File: src/rtl/store_merge_unit.sv
// store_merge_unit
// Store path for a word-only data memory (no byte enables).
// sw goes straight to memory. sb and sh use read-modify-write: the word is
// read, the addressed little-endian lane is replaced with the low 8/16 bits
// of the register, and the merged word is written back.
// Misaligned or illegal stores are rejected with a misalign pulse and never
// touch memory.
//
// Ports
//   clk, rst_n          clock, asynchronous active-low reset
//   req_valid/req_ready request handshake; ready only in IDLE
//   req_addr[31:0]      byte address
//   req_data[31:0]      register value
//   req_size[1:0]       00 byte, 01 half, 10 word, 11 illegal
//   done, misalign      one-cycle completion / reject pulses
//   mem_addr[31:0]      word-aligned memory address
//   mem_rd, mem_wr      one-cycle read / write strobes
//   mem_rdata, mem_rvalid  read return, any latency >= 1
//   mem_wdata[31:0]     full word to write
//
// state | meaning
// IDLE  | ready for a request
// READ  | mem_rd strobe for a sub-word store
// WAIT  | waiting for mem_rvalid; merge is captured on rvalid
// WRITE | mem_wr strobe and done pulse
// ERR   | misalign pulse, no memory access
module store_merge_unit (
   input  logic        clk,
   input  logic        rst_n,
   input  logic        req_valid,
   output logic        req_ready,
   input  logic [31:0] req_addr,
   input  logic [31:0] req_data,
   input  logic [1:0]  req_size,
   output logic        done,
   output logic        misalign,
   output logic [31:0] mem_addr,
   output logic        mem_rd,
   input  logic [31:0] mem_rdata,
   input  logic        mem_rvalid,
   output logic        mem_wr,
   output logic [31:0] mem_wdata
);

   typedef enum logic [2:0] {
      S_IDLE  = 3'd0,
      S_READ  = 3'd1,
      S_WAIT  = 3'd2,
      S_WRITE = 3'd3,
      S_ERR   = 3'd4
   } state_t;

   state_t      state;
   state_t      state_nxt;
   logic        accept;
   logic [1:0]  lane_q;
   logic        half_q;
   logic [15:0] data_q;
   logic [31:0] merged;

   assign req_ready = (state == S_IDLE);
   assign accept    = req_valid && req_ready;

   always_ff @(posedge clk or negedge rst_n) begin
      if (!rst_n) state <= S_IDLE;
      else        state <= state_nxt;
   end

   always_comb begin
      state_nxt = state;
      case (state)
         S_IDLE: begin
            if (req_valid) begin
               case (req_size)
                  2'b00:   state_nxt = S_READ;
                  2'b01:   state_nxt = req_addr[0] ? S_ERR : S_READ;
                  2'b10:   state_nxt = (req_addr[1:0] == 2'b00) ? S_WRITE : S_ERR;
                  default: state_nxt = S_ERR;
               endcase
            end
         end
         S_READ:  state_nxt = S_WAIT;
         S_WAIT:  if (mem_rvalid) state_nxt = S_WRITE;
         S_WRITE: state_nxt = S_IDLE;
         S_ERR:   state_nxt = S_IDLE;
         default: state_nxt = S_IDLE;
      endcase
   end

   // Replace only the addressed lane of the read word.
   always_comb begin
      merged = mem_rdata;
      if (half_q) begin
         if (lane_q[1]) merged[31:16] = data_q;
         else           merged[15:0]  = data_q;
      end else begin
         merged[{lane_q, 3'b000} +: 8] = data_q[7:0];
      end
   end

   // Strobes are registered from the next state so each is high for
   // exactly the cycle spent in its state.
   always_ff @(posedge clk or negedge rst_n) begin
      if (!rst_n) begin
         done      <= 1'b0;
         misalign  <= 1'b0;
         mem_rd    <= 1'b0;
         mem_wr    <= 1'b0;
         mem_addr  <= 32'h0;
         mem_wdata <= 32'h0;
         lane_q    <= 2'b00;
         half_q    <= 1'b0;
         data_q    <= 16'h0;
      end else begin
         done     <= (state_nxt == S_WRITE);
         misalign <= (state_nxt == S_ERR);
         mem_rd   <= (state_nxt == S_READ);
         mem_wr   <= (state_nxt == S_WRITE);
         if (accept) begin
            mem_addr <= {req_addr[31:2], 2'b00};
            lane_q   <= req_addr[1:0];
            half_q   <= (req_size == 2'b01);
            data_q   <= req_data[15:0];
         end
         if (state == S_IDLE && state_nxt == S_WRITE)
            mem_wdata <= req_data;
         else if (state == S_WAIT && mem_rvalid)
            mem_wdata <= merged;
      end
   end

endmodule

File: config.mk
export PLATFORM = sky130hd
export DESIGN_NAME = store_merge_unit
export DESIGN_NICKNAME = d
export VERILOG_FILES = /design/src/rtl/store_merge_unit.sv
export SDC_FILE = /design/constraint.sdc
export NUM_CORES = 1
export LEC_CHECK = 0
export CAP_MARGIN = 10
export CORE_MARGIN = 4
export CORE_UTILIZATION = 47
export DETAILED_ROUTE_END_ITERATION = 12
export HOLD_SLACK_MARGIN = 0.1
export PLACE_DENSITY_LB_ADDON = 0.12
export SLEW_MARGIN = 20
export SYNTH_ARGS = -nofsm -noshare
export SYNTH_HDL_FRONTEND = slang
export SYNTH_SLANG_ARGS = --single-unit
File: constraint.sdc
create_clock -name clk -period 4.5 [get_ports clk]
set_input_delay 0.675 -clock clk [delete_from_list [all_inputs] [get_ports clk]]
set_output_delay 0.675 -clock clk [all_outputs]
set_load 0.005 [all_outputs]
==> flow_summary.yaml <==
grt:
  grtUsageTotal: 0.236
  grt_max_degree: 66
  gr-total-overflow: 0
  grt_pass1_vias: 3760
  antenna_found_initial: 0
  grt_pass1_wl_mm: 20.6
critical_path:
  reg2reg_depth: 6
  startpoint: "lane_q[1]"
  cp.arrival_ns: 3.17
  cp-end-kind: "flip-flop"
  r2r_end: "mem_wdata[9]"
  r2r-start: "lane_q[1]"
  cp_max_fo: 35
  required_ns: 4.75
  worstSetupPathType: "reg -> reg"
  reg2reg_slack_ns: 1.58
  startpoint_type: "flip-flop"
die:
  io_pins: 171
  rows: 34
  die_w_um: 104
  start_util: 0.489
  die_area_um2: 10800
  core-area_um2: 8850
  die_h_um: 104
pwr:
  switchingPower_mw: 1.42
  p_clk_frac: 0.143
  power.density_nw_per_um2: 652
  ir_drop_mv: 0.320
  power_frac_comb: 0.457
  pwr-share-seq: 0.400
  netSwitchingFraction: 0.350
  internal_power_mw: 2.64
  p_leak_nw: 2.52
routing:
  drtAntennaViolNets: 0
  post_drt_wl_per_cell_um: 21.2
  dr_total_vias: 3698
  routed_via_density: 6.14
  dr_wl_met3_mm: 1.13
  drt_wl_total_mm: 12.7
  met2_length_mm: 5.76
  drt-initial-drc-count: 228
  wl_met1_mm: 5.64
  drc: 0
  drt-pass1-iter-count: 5
  top_layer: "met4"
synthesis:
  synth_largest_area_cell: "dfrtp_1"
  syn_inst: 337
  synth_area_um2: 4330
  yosysUniqueCellTypes: 34
  synthTopCellsByCount: "87 x dfrtp_1, 32 x a211oi_1, 32 x a221o_1, 32 x a221oi_1, 32 x mux2i_1"
  async_reset_ff_frac: 1.00
  synth_seq_cells: 87
  yosys.cell_count.top_type: "dfrtp_1"
  ys_seq_area_frac: 0.503
  syn_area_per_cell_um2: 12.8
  synth_top_cell_area_share: 0.503
  ys.warnings.count: 0
  yosys_most_used_dff: "dfrtp_1"
  synth_edf_count: 0
  yosys-top-cells-area: "dfrtp_1 50%, a221o_1 7.4%, mux2i_1 7.4%, mux2_2 7.3%, a221oi_1 6.5%"
worst_hold_path:
  hold_path.class: "in -> async"
sta:
  tns_ns: 0
  fin_crit_ns: 2.92
  hold_viol: 0
  setup-violations-final: 0
  skew_ns: 0.0121
  drv_slew: 0
  fin_crit_sh: 0.648
  maxSlewHeadroom: 0.282
  rsz0062_at_grt: "false"
  worst_pin_slew_ns: 1.08
  fin_hold_ws_ns: 0.274
  max_freq_ghz: 0.343
clocking:
  post-cts-setup-buffers: 0
  cts_root_buffer: "clkbuf_8"
  cts_hold_buffers: 0
  htree_levels: 3
  ctsResizeCount: 0
  cts_buffer_depth: 2
  clk_pin_slew_ns: 0.10
  cts_tree: "done"
  cts_buffers: 9
  clk_latency_ns: 0.36
  clock_sinks: 87
finish:
  layout-drive-gt1-share: 0.117
  nets: 596
  num_antenna_cells: 0
  nFillCells: 679
  areaGrowthSynthToFinish_pct: 43.9
placed_design:
  dp_hpwl_mm: 8.88
  io_buffers: 168
  place_congestion: 0.837
flow_run:
  max_cap_violations: 0
run_status:
  outcome: "completed"
[power groups by stage]
stage	sequential (mW)	clock (mW)	combinational, mW
CTS	1.62	0.587	1.88
finish	1.62	0.579	1.86
detailed placement	1.63	0	1.87
global route	1.68	0.619	2.01
global placement	1.61	0	1.81
floorplan	1.45	0	1.06
[worst max path at each step]
| stage | to | cells after the start |
|---|---|---|
| after floorplan | mem_wdata[10] | 9 |
| after CTS | mem_wdata[9] | 6 |
| after global placement | mem_wdata[17] | 6 |
| after global routing | mem_wdata[8] | 6 |
| after detailed placement | mem_wdata[5] | 6 |
| final | mem_wdata[9] | 6 |
[flip-flops by register name, indices dropped and copies added (netlist names)]
name,cells
mem_wdata,32
data_q,16
mem_wr,1
misalign,1
state,3
half_q,1
lane_q,2
mem_rd,1
mem_addr,30
[critical path, cell delays in order (launching register included)]
cell and delay (ns):
dfrtp_2 1.05, inv_1 0.26, ha_1 0.40, and4b_1 0.35, a221oi_1 0.35, a211oi_1 0.10, a221o_1 0.31
[routing by layer]
metal,vias to the layer above,global-route usage
met5,-,0
met4,0,0.0655
met3,15,0.0658
met2,185,0.358
met1,1852,0.332
li1,1646,-
[placed cells by master (no fill, tap or decap), types with 3 or more instances in the layout]
cell type	Yosys	layout
nor4bb_1	3	3
a221o_1	32	32
dfrtp_1	87	85
o21ai_0	3	3
a221oi_1	32	32
mux2_1	18	18
mux2_2	28	28
a211oi_1	32	32
clkdlybuf4s50_1	0	167
ha_1	5	5
mux2i_1	32	32
clkbuf_8	0	10
inv_1	8	8
buf_4	4	8
[metrics by stage]
step	util	total power, mW	area (µm²)	cells	setup WS (ns)
3_3_place_gp	0.681	3.42	6020	586	1.65
2_1_floorplan	-	2.51	4330	338	2.17
4_1_cts	0.704	4.08	6230	602	1.59
6_report	0.704	4.06	6230	602	1.58
3_5_place_dp	0.681	3.50	6020	586	1.54
5_1_grt	0.704	4.31	6230	602	1.43
[kinds of logic after synthesis]
kind of cell / Yosys count / synth area share
compound gates: 104 / 0.206
buf+inv: 44 / 0.0506
fa+ha+maj: 5 / 0.0145
flops: 87 / 0.503
xor+xnor: 1 / 0.00202
other cells: 1 / 0.000867
mux: 78 / 0.194
simple gates: 17 / 0.0289
[cell type report]
| cell class | count | area [µm²] | share of cell area |
|---|---|---|---|
| clock buffers | 10 | 138 | 0.0221 |
| clock inverters | 6 | 66.3 | 0.0106 |
| inverters | 9 | 33.8 | 0.00542 |
| multi-input cells | 207 | 1940 | 0.312 |
| flip-flops and latches | 87 | 2180 | 0.350 |
| well taps | 108 | 135 | 0.0217 |
| repair buffers | 175 | 1730 | 0.278 |
(Power assumes the default switching activity.)
